### config.mk
export PLATFORM = sky130hd
export DESIGN_NAME = image_loader
export DESIGN_NICKNAME = d
export VERILOG_FILES = /design/src/rtl/skel_pkg.sv /design/src/rtl/raster_counter.sv /design/src/rtl/image_loader.sv
export SDC_FILE = /design/constraint.sdc
export NUM_CORES = 1
export LEC_CHECK = 0
export ABC_AREA = 0
export CELL_PAD_IN_SITES_DETAIL_PLACEMENT = 1
export CELL_PAD_IN_SITES_GLOBAL_PLACEMENT = 2
export CORE_MARGIN = 5
export CORE_UTILIZATION = 27
export CTS_CLUSTER_SIZE = 14
export DETAILED_ROUTE_END_ITERATION = 6
export PLACE_DENSITY_LB_ADDON = 0.1
export SLEW_MARGIN = 20
export SYNTH_ARGS = -nofsm -noshare
export SYNTH_HDL_FRONTEND = slang
export SYNTH_HIERARCHICAL = 1
export SYNTH_SLANG_ARGS = --single-unit
### constraint.sdc
create_clock -name clk -period 1.8 [get_ports clk]
set_clock_uncertainty 0.2 [all_clocks]
set_input_delay 0.36 -clock clk [delete_from_list [all_inputs] [get_ports clk]]
set_output_delay 0.36 -clock clk [all_outputs]
set_load 0.005 [all_outputs]
### src/rtl/skel_pkg.sv
// skel_pkg: shared pixel codes, loader states and border test for the skeletonization datapath.
package skel_pkg;
    localparam logic [7:0] PIX_FG = 8'h01;
    localparam logic [7:0] PIX_BG = 8'h00;
    typedef enum logic [1:0] {IDLE, LOAD, DONE} loader_state_t;
    function automatic logic is_border(input int row, input int col, input int n);
        return row == 0 || col == 0 || row == n - 1 || col == n - 1;
    endfunction
endpackage

### src/rtl/raster_counter.sv
// raster_counter: row/col/linear index walker over an N x N raster, flags the final pixel.
module raster_counter #(
    parameter int N  = 8,
    parameter int AW = 7,
    parameter int RW = $clog2(N)
) (
    input  logic          clk,
    input  logic          rst,
    input  logic          clr,
    input  logic          inc,
    output logic [RW-1:0] row,
    output logic [RW-1:0] col,
    output logic [AW-1:0] index,
    output logic          last_pixel
);
    logic [RW-1:0] row_q, row_d, col_q, col_d;
    logic [AW-1:0] idx_q, idx_d;
    logic          col_wrap;
    assign col_wrap = col_q == RW'(N - 1);
    always_comb begin
        col_d = clr ? '0 : inc ? (col_wrap ? '0 : col_q + 1'b1) : col_q;
        row_d = clr ? '0 : (inc && col_wrap) ? row_q + 1'b1 : row_q;
        idx_d = clr ? '0 : inc ? idx_q + 1'b1 : idx_q;
    end
    always_ff @(posedge clk or posedge rst) begin
        if (rst) begin
            row_q <= '0;
            col_q <= '0;
            idx_q <= '0;
        end else begin
            row_q <= row_d;
            col_q <= col_d;
            idx_q <= idx_d;
        end
    end
    assign row        = row_q;
    assign col        = col_q;
    assign index      = idx_q;
    assign last_pixel = idx_q == AW'(N * N - 1);
endmodule

### src/rtl/image_loader.sv
// image_loader: binarizes a raster pixel stream against a latched threshold and writes it to image RAM,
// clearing the one-pixel border and flagging framing errors on s_last.
module image_loader
    import skel_pkg::*;
#(
    parameter int N            = 8,
    parameter int bitSize      = 6,
    parameter int BORDER_CLEAR = 1
) (
    input  logic             clk,
    input  logic             rst,
    input  logic             start,
    input  logic [7:0]       threshold,
    input  logic             s_valid,
    input  logic [7:0]       s_data,
    input  logic             s_last,
    output logic             s_ready,
    output logic             mem_we,
    output logic [bitSize:0] mem_addr,
    output logic [7:0]       mem_data,
    output logic             busy,
    output logic             frame_done,
    output logic             err
);
    localparam int RW = $clog2(N);
    loader_state_t    state_q, state_d;
    logic [7:0]       thr_q, thr_d, data_q, data_d, pix;
    logic             we_q, we_d, err_q, err_d, clr, xfer, final_beat, last_pixel;
    logic [bitSize:0] addr_q, addr_d, index;
    logic [RW-1:0]    row, col;

    raster_counter #(.N(N), .AW(bitSize + 1), .RW(RW)) u_cnt (
        .clk(clk), .rst(rst), .clr(clr), .inc(xfer),
        .row(row), .col(col), .index(index), .last_pixel(last_pixel)
    );

    assign s_ready    = state_q == LOAD;
    assign xfer       = s_valid && s_ready;
    // A frame ends on whichever comes first: the last raster slot or an s_last marker.
    assign final_beat = xfer && (last_pixel || s_last);
    assign pix = (BORDER_CLEAR != 0 && is_border(int'(row), int'(col), N)) ? PIX_BG :
                 (s_data >= thr_q) ? PIX_FG : PIX_BG;

    always_comb begin
        clr     = state_q == IDLE && start;
        thr_d   = clr ? threshold : thr_q;
        err_d   = clr ? 1'b0 : (final_beat && (last_pixel != s_last)) ? 1'b1 : err_q;
        we_d    = xfer;
        addr_d  = xfer ? index : addr_q;
        data_d  = xfer ? pix : data_q;
        state_d = state_q == IDLE ? (start ? LOAD : IDLE) :
                  state_q == LOAD ? (final_beat ? DONE : LOAD) : IDLE;
    end

    always_ff @(posedge clk or posedge rst) begin
        if (rst) begin
            state_q <= IDLE;
            thr_q   <= '0;
            err_q   <= 1'b0;
            we_q    <= 1'b0;
            addr_q  <= '0;
            data_q  <= '0;
        end else begin
            state_q <= state_d;
            thr_q   <= thr_d;
            err_q   <= err_d;
            we_q    <= we_d;
            addr_q  <= addr_d;
            data_q  <= data_d;
        end
    end

    assign mem_we     = we_q;
    assign mem_addr   = addr_q;
    assign mem_data   = data_q;
    assign busy       = state_q != IDLE;
    assign frame_done = state_q == DONE;
    assign err        = err_q;
endmodule
# After elaboration in Yosys (flattened, before gate mapping)
# Cells that the tools add are included.
# totals
ff_bits	40
latchBits	0
ramBits	0
rom_bits	0
output_inout_bits	20
word_cells	51
memories	0
# op_classes
n_addsub	3
multipliers	0
div	0
order_cmp	1
n_eq_ne	7
shifts	0
mux	15
n_bitwise	0
n_reduce_logical	16
# ops
operator	count
3-bit two-way mux	5
7-bit two-way mux	2
8-bit >= comparator	1
2-bit nonzero test	4
7-bit by 1-bit adder with 7-bit output, second input constant	1
7-bit by 6-bit equality test with 1-bit output, second input constant	1
3-bit by 1-bit adder with 3-bit output, second input constant	2
3-bit by 1-bit equality test with 1-bit output, second input constant	2
3-bit zero test	2
2-bit two-way mux	3
1-bit logical AND	5
1-bit two-way mux	5
1-bit logical OR	4
3-bit equality test, second input constant	1
2-bit by 1-bit equality test with 1-bit output, second input constant	1
2-bit equality test, second input constant	1
2-bit zero test	1
1-bit inequality test	1

# Logic depth before layout (Yosys ltp)
# Gate-level depths: netlist (run 1).
# depth
depth_word	6
ltp_mapped	8

# Modules after synthesis
# The synthesis (run 1) kept the hierarchy.
# modules_own_cells
mod	n_inst	cells_each	area_each_um2	seq_area_each_um2
image_loader	1	117	1066.0	500.5
raster_counter	1	59	634.4	325.3

# Worst setup path after synthesis (run 1)
# No wires, ideal clock.
# synth_timing
kind	reg2reg
start	reg state_q[1]
end	reg u_cnt.idx_q[5], in the netlist u_cnt/index[5]
arrival_ps	1591
path_slack_ps	-68
path_stages_with_launch	8
path_buffers	2
cell_sequence	dfrtp_1 > nand3b_1 > buf_2 > inv_2 > buf_6 > nand4_4 > or3_1 > a21oi_1
# synth_between
elab_chain_len	3
word_cells_on_any_way	6
classes_between	eq/ne: 1; mux: 1; reduce/logical: 4
# synth_rtl
element	line	rtl
from (decl)	image_loader.sv:26	loader_state_t state_q, state_d;
from (signal assigned)	image_loader.sv:64	state_q <= state_d;
2-bit by 1-bit equality test with 1-bit output	image_loader.sv:37	assign s_ready = state_q == LOAD;
1-bit logical AND	image_loader.sv:38	assign xfer = s_valid && s_ready;
net we_d	image_loader.sv:28	logic we_q, we_d, err_q, err_d, clr, xfer, final_beat, last_pixel;
2-bit nonzero test (no line)	--	
to (signal assigned)	raster_counter.sv:33	idx_q <= idx_d;
to (decl)	raster_counter.sv:17	logic [AW-1:0] idx_q, idx_d;
# The timed path passes the listed nets, and every way through them passes these cells.
# A chain may end at the register's enable or synchronous reset.

# Final worst setup path (run 1)
# layout_timing
start	reg data_q[0], in the netlist mem_data[0]
end	out mem_data[0]
# layout_lines
element	line	rtl
from (decl)	image_loader.sv:27	logic [7:0] thr_q, thr_d, data_q, data_d, pix;
from (signal assigned)	image_loader.sv:69	data_q <= data_d;
to (decl)	image_loader.sv:20	output logic [7:0] mem_data,
# No word-level cell between the ends.

==> results of run 1 <==
==> per-stage QoR <==
step           instances  utilization, %  hold slack, ns  setup slack, ns
2_1_floorplan        182               -          0.0370           0.0112
3_3_place_gp         293            34.6           0.264           -0.252
3_5_place_dp         293            34.6           0.266           -0.287
4_1_cts              303            36.4           0.259          -0.0434
5_1_grt              303            37.0           0.296          -0.0502
6_report             303            37.0           0.249           0.0433
==> timing repair <==
| item | 4_1_cts | 5_1_grt |
|---|---|---|
| pin swaps | 2 | 4 |
| setup buffers | 3 | 0 |
| endpoints found under the setup margin | 4 | 12 |
| gates resized for setup | 9 | 12 |
==> cell usage after synthesis, types with 2 or more instances <==
cell type   n
nand3_1     3
xor2_1      5
a21oi_1     8
nor3_1      2
and3_1      2
or3_1       3
buf_6       2
ha_1       13
inv_1      15
o21ai_0    10
dfrtp_1    33
nand2_1    35
mux2i_1     4
nor2_1     14
buf_4       7
==> area by class of cell <==
class | instances | share of cell area (%)
clock buffers | 7 | 3.74
flip-flops and latches | 33 | 35.8
multi-input cells | 122 | 34.5
inverters | 16 | 2.82
well taps | 77 | 4.17
repair buffers | 48 | 19.0
==> power groups by stage <==
stage / logic, mW / registers, mW / clock network, mW
final: 1.10 / 1.09 / 0.565
after global routing: 1.27 / 1.12 / 0.616
after CTS: 1.11 / 1.09 / 0.589
after detailed placement: 1.09 / 1.10 / 0
after global placement: 1.06 / 1.08 / 0
after floorplan: 0.651 / 1.09 / 0
==> worst reg2reg max path: cells and delay by family, from the launching register on <==
kind                   cells  cell delay [ns]
DFF                        1             0.37
AOI/OAI and AO/OA          1             0.13
and+or+nand+nor            3             0.70
buffers and inverters      2             0.25
==> layer usage <==
metal | GRT usage, % | routed length, um | up-vias
met2 | 22.0 | 2240 | 27
met3 | 2.67 | 228 | 4
li1 | - | - | 659
met1 | 14.9 | 1990 | 652
met5 | 0 | 0 | -
met4 | 4.33 | 50 | 0
==> flip-flops by register name, indices dropped and copies added, names as in the netlist <==
name         cells
err              1
u_cnt/index      7
u_cnt/col        3
mem_we           1
mem_data         1
state_q          2
mem_addr         7
thr_q            8
u_cnt/row        3
==> worst paths after layout <==
path / endpoint / slack, ns / cells after the start
setup / recovery: mem_data[0] / 0.04 / 1
hold / removal: mem_addr[1] / 0.25 / 3
setup reg to reg: u_cnt/index[6] / 0.08 / 6
hold reg to reg: mem_addr[3] / 0.28 / 2
max in group asynchronous: u_cnt/col[0] / 0.77 / 2
min in group clk: mem_addr[3] / 0.28 / 2
==> cells by family after synthesis <==
group                    Yosys count
multiplexers                       5
XOR/XNOR                           6
buffers and inverters             27
flip-flops                        33
AND/OR/NAND/NOR                   68
AO/OA/AOI/OAI                     23
adder cells (fa/ha/maj)           13
other                              1
==> out/results.tsv, run 1 <==
stage	metric	value	unit
cells_and_area	layout_common_cells	nand2_1 (35), dfrtp_1 (33), clkdlybuf4s50_1 (29)	
synthesis	synth.distinct_cells	35	
setup_path	critical_path_class	reg2out	
timing	maxSlewViolCount	0	
cells_and_area	final_nets	260	
setup_path	worstSetupStartpointType	flop	
pwr	pwr-share-seq	39.6	%
timing	setup_tns	0	ns
synthesis	synthAdderAreaFrac	9.57	%
setup_path	crit_start	mem_data[0]	
setup_path	crit_buf_inv	1	
routing	drtAntennaViolNets	0	
setup_path	cp-end-kind	primary output	
place	dpl_cell_area	2160	sq um
synthesis	yosys.area_share.simple	19.6	%
synthesis	synth_top_family_by_area	simple AND/OR/NAND/NOR gates	
global_route	grt_usage	12.4	%
setup_path	slowest_delay	0.53	ns
clock_tree	h-tree-depth	2	
pwr	powerDensity	1190	nW/um^2
place	gp_congestion	0.744	
clock_tree	cts_made_buffers	5	
global_route	antenna_found_initial	0	
run_status	outcome	finished, final reports clean	
place	place_hpwl	3.40	mm
cells_and_area	num_antenna_cells	0	
clock_tree	cts.path.max_buffers	2	
pwr	switchingPower	0.960	mW
synthesis	synth-xor-area-share	3.09	%
synthesis	ys_seq_area_share	48.6	%
clock_tree	cts_tree	yes	
synthesis	synth_compound_area_share	7.51	%
global_route	grt_overflow	0	
place	port_buffers	33	
clock_tree	hold_buffers	0	
pwr	power_frac_clock	20.5	%
floorplan	ios	41	
timing	tightest_slew	0.560	ns
setup_path	required	1.24	ns
timing	setup_violations	0	
floorplan	die-area	7990	sq um
pwr	ir_worst_vdd	489	uV
synthesis	async_reset_ff_share	100	%
cells_and_area	mostFrequentLayoutCell	nand2_1	
synthesis	synth.area.mux_share	3.02	%
synthesis	synthCells	176	
run	max-cap-violations	0	
synthesis	synth.avg_cell_area	9.66	sq um
synthesis	synth.top_cell.area_share	48.6	%
routing	drt-initial-drc-count	18	
clock_tree	clkTransAtPathRegs	0.07	ns
routing	post-route-drc-count	0	
timing	clock.fmax	569	MHz
synthesis	synth.cell_area	1700	sq um
routing	first_pass_iters	4	
floorplan	initial_core_util	27.2	%
floorplan	die_x	89.4	um
synthesis	synthTopCellsByArea	dfrtp_1 (49%), ha_1 (9.6%), nand2_1 (7.7%)	
global_route	grt_max_degree	21	
cells_and_area	areaGrowthSynthToFinish	35.8	%
cells_and_area	postLayoutCellArea	2310	sq um
setup_path	r2r_start	state_q[1]	
routing	wl	4.52	mm
routing	wire_per_inst	14.9	um
synthesis	yosys_warnings	6	
timing	rsz0062_at_grt	true	
routing	viasPerCell	4.43	
cells_and_area	seqCellArea	826	sq um
setup_path	slowest_stage	clkdlybuf4s50_1	
routing	routed-via-count	1342	
worst_hold_path	hp-class	in2async	
cells_and_area	drive_above_1_share	16.4	%
cells_and_area	n_fill_cell	714	
timing	min_period_over_period	97.6	%
synthesis	synthFlopType	dfrtp_1	
setup_path	crit_fanout	3	
floorplan	coreArea	6240	sq um
pwr	p_comb_share	39.9	%
clock_tree	cts_root_buf	clkbuf_8	
timing	period_needed	1.76	ns
pwr	intPower	1.80	mW
floorplan	rows	29	
pwr	p_total	2.76	mW
clock_tree	cts.sinks	33	
setup_path	path_delay_family	buffers and inverters	
timing	relSlewSlack	62.6	%
synthesis	yosys_register_bits	33	
timing	hold_violations	0	
synthesis	synth_top_area_cell	dfrtp_1	
pwr	p_leak	1.13	nW
setup_path	cp.arrival	1.20	ns
clock_tree	insertion_delay	0.28	ns
floorplan	die_y	89.4	um
setup_path	cp_cell_sequence	clkdlybuf4s50_1	
global_route	grt_pass1_wl	7.56	mm
global_route	grt_pass1_vias	1579	
synthesis	synth_edf_count	0	
cells_and_area	multiInputGateArea	797	sq um
pwr	swShare	34.8	%
No activity file was read; power rests on OpenSTA's default activity.
==> run 2, diff against run 1 <==
--- a/config.mk
+++ b/config.mk
@@ -13,6 +13,7 @@
 export CTS_CLUSTER_SIZE = 14
 export DETAILED_ROUTE_END_ITERATION = 6
 export PLACE_DENSITY_LB_ADDON = 0.1
+export REMOVE_ABC_BUFFERS = 1
 export SLEW_MARGIN = 20
 export SYNTH_ARGS = -nofsm -noshare
 export SYNTH_HDL_FRONTEND = slang
==> out/results.tsv, run 2 (synthesis gave the netlist of run 1 again) <==
stage	metric	value	unit	change
setup_path	crit_buf_inv	2		was 1
place	gp_congestion	0.679		was 0.744
routing	post-route-drc-count	0		unchanged
setup_path	cp.arrival	1.20	ns	about the same
clock_tree	h-tree-depth	2		unchanged
cells_and_area	drive_above_1_share	15.4	%	was 16.4%
pwr	ir_worst_vdd	404	uV	was 489 uV
timing	relSlewSlack	64.2	%	was 62.6%
pwr	powerDensity	1300	nW/um^2	was 1190 nW/um^2
global_route	grt_usage	12.1	%	was 12.4%
clock_tree	cts.path.max_buffers	2		unchanged
cells_and_area	top_register	thr_q		unchanged
cells_and_area	multiInputGateArea	774	sq um	was 797 sq um
routing	drt-initial-drc-count	18		unchanged
cells_and_area	seqCellArea	826	sq um	unchanged
pwr	intPower	2.05	mW	was 1.80 mW
cells_and_area	final_nets	260		unchanged
place	place_inst	292		was 293
run_status	outcome	finished, final reports clean		unchanged
cells_and_area	mostFrequentLayoutCell	nand2_1		unchanged
setup_path	required	1.24	ns	about the same
clock_tree	cts.sinks	33		unchanged
clock_tree	cts_made_buffers	5		unchanged
pwr	p_leak	1.16	nW	was 1.13 nW
setup_path	cp_cell_sequence	buf_6 > or2_4 > clkbuf_2		was clkdlybuf4s50_1
floorplan	die_x	89.4	um	unchanged
cells_and_area	num_antenna_cells	0		unchanged
place	dpl_cell_area	2150	sq um	was 2160 sq um
setup_path	critical_path_class	reg2out		unchanged
routing	wire_per_inst	14.0	um	was 14.9 um
setup_path	path_depth	3		was 1
routing	drtAntennaViolNets	0		unchanged
floorplan	initial_core_util	27.2	%	unchanged
timing	rsz0062_at_grt	true		unchanged
setup_path	cp-end-kind	primary output		unchanged
cells_and_area	final_cells	304		was 303
pwr	p_total	3.02	mW	was 2.76 mW
setup_path	path_delay_family	flip-flops		was buffers and inverters
clock_tree	cts_root_buf	clkbuf_8		unchanged
setup_path	slowest_delay	0.40	ns	was 0.53 ns
setup_path	crit_fanout	3		unchanged
cells_and_area	largest_reg_flops	8		unchanged
global_route	grt_pass1_vias	1548		was 1579
timing	whs	0.247	ns	was 0.249 ns
global_route	grt_max_degree	21		unchanged
floorplan	coreArea	6240	sq um	unchanged
worst_hold_path	hp-class	in2async		unchanged
setup_path	rr_worst_depth	6		unchanged
place	port_buffers	33		unchanged
routing	routed-via-count	1354		was 1342
timing	hold_violations	0		unchanged
routing	viasPerCell	4.45		was 4.43
cells_and_area	postLayoutCellArea	2330	sq um	was 2310 sq um
floorplan	die-area	7990	sq um	unchanged
pwr	pwr-share-seq	35.5	%	was 39.6%
routing	first_pass_iters	4		unchanged
cells_and_area	n_fill_cell	739		was 714
timing	setup_violations	0		unchanged
floorplan	die_y	89.4	um	unchanged
pwr	p_comb_share	36.9	%	was 39.9%
cells_and_area	final_util	37.4	%	was 37.0%
cells_and_area	layout_common_cells	nand2_1 (35), dfrtp_1 (33), clkdlybuf4s50_1 (29)		unchanged
clock_tree	insertion_delay	0.29	ns	was 0.28 ns
cells_and_area	areaGrowthSynthToFinish	37.2	%	was 35.8%
timing	tightest_slew	0.537	ns	was 0.560 ns
setup_path	worstSetupStartpointType	flop		unchanged
timing	min_period_over_period	97.7	%	was 97.6%
global_route	grt_overflow	0		unchanged
clock_tree	cts_tree	yes		unchanged
floorplan	ios	41		unchanged
pwr	switchingPower	0.971	mW	was 0.960 mW
pwr	swShare	32.1	%	was 34.8%
pwr	power_frac_clock	27.5	%	was 20.5%
routing	wl	4.25	mm	was 4.52 mm
timing	period_needed	1.76	ns	about the same
run	max-cap-violations	0		unchanged
clock_tree	clkTransAtPathRegs	0.07	ns	about the same
setup_path	slowest_stage	dfrtp_1		was clkdlybuf4s50_1
global_route	antenna_found_initial	0		unchanged
floorplan	rows	29		unchanged
timing	maxSlewViolCount	0		unchanged
timing	clock.fmax	568	MHz	was 569 MHz
global_route	grt_pass1_wl	7.36	mm	was 7.56 mm
clock_tree	hold_buffers	0		unchanged
place	place_hpwl	3.33	mm	was 3.40 mm
-- run 2: metal layers --
layer	vias to the layer above	share of wire [%]	global-route usage, %
met4	0	1.6	4.47
met5	-	0	0
met2	24	51	20.8
li1	661	-	-
met3	7	4.6	2.76
met1	662	43	14.8
-- run 2: final timing paths --
kind | slack [ns] | startpoint | endpoint
max | 0.04 | state_q[1] | busy
max reg2reg | 0.08 | state_q[1] | u_cnt/index[5]
min in group clk | 0.28 | mem_addr[1] | mem_addr[1]
max in group asynchronous | 0.79 | rst | u_cnt/index[0]
min | 0.25 | rst | thr_q[0]
min reg2reg | 0.28 | mem_addr[1] | mem_addr[1]
-- run 2: final cells by class --
| class | count | area share (%) |
|---|---|---|
| repair buffers | 48 | 19.0 |
| multi-input cells | 122 | 33.2 |
| inverters | 16 | 2.57 |
| well taps | 77 | 4.13 |
| flip-flops and latches | 33 | 35.4 |
| clock inverters | 3 | 2.79 |
| clock buffers | 5 | 2.95 |
-- run 2: through the flow --
stage	setup TNS, ns	setup slack [ns]
final	0	0.0407
after floorplan	-0.307	-0.184
after global placement	-0.963	-0.232
after global routing	-0.0342	-0.0157
after detailed placement	-1.45	-0.261
after CTS	-0.0796	-0.0796
-- run 2: repair_timing --
action | in CTS | in global routing
pin swaps | 0 | 6
gates resized for setup | 6 | 11
endpoints found under the setup margin | 3 | 9
setup buffers | 3 | 1
-- run 2: worst reg2reg max path, delay by kind of cell (launching register included) --
| kind | cells | cell delay, ns |
|---|---|---|
| AND/OR/NAND/NOR | 3 | 0.64 |
| buffers and inverters | 2 | 0.27 |
| flip-flops | 1 | 0.40 |
| AO/OA/AOI/OAI | 1 | 0.15 |
-- run 2: power groups by stage --
stage                     Sequential, mW  Clock (mW)  Combinational (mW)
after global placement              1.08           0                1.03
after CTS                           1.08       0.861                1.13
final                               1.07       0.833                1.12
after global routing                1.11       0.890                1.30
after floorplan                     1.09           0               0.580
after detailed placement            1.10           0                1.08
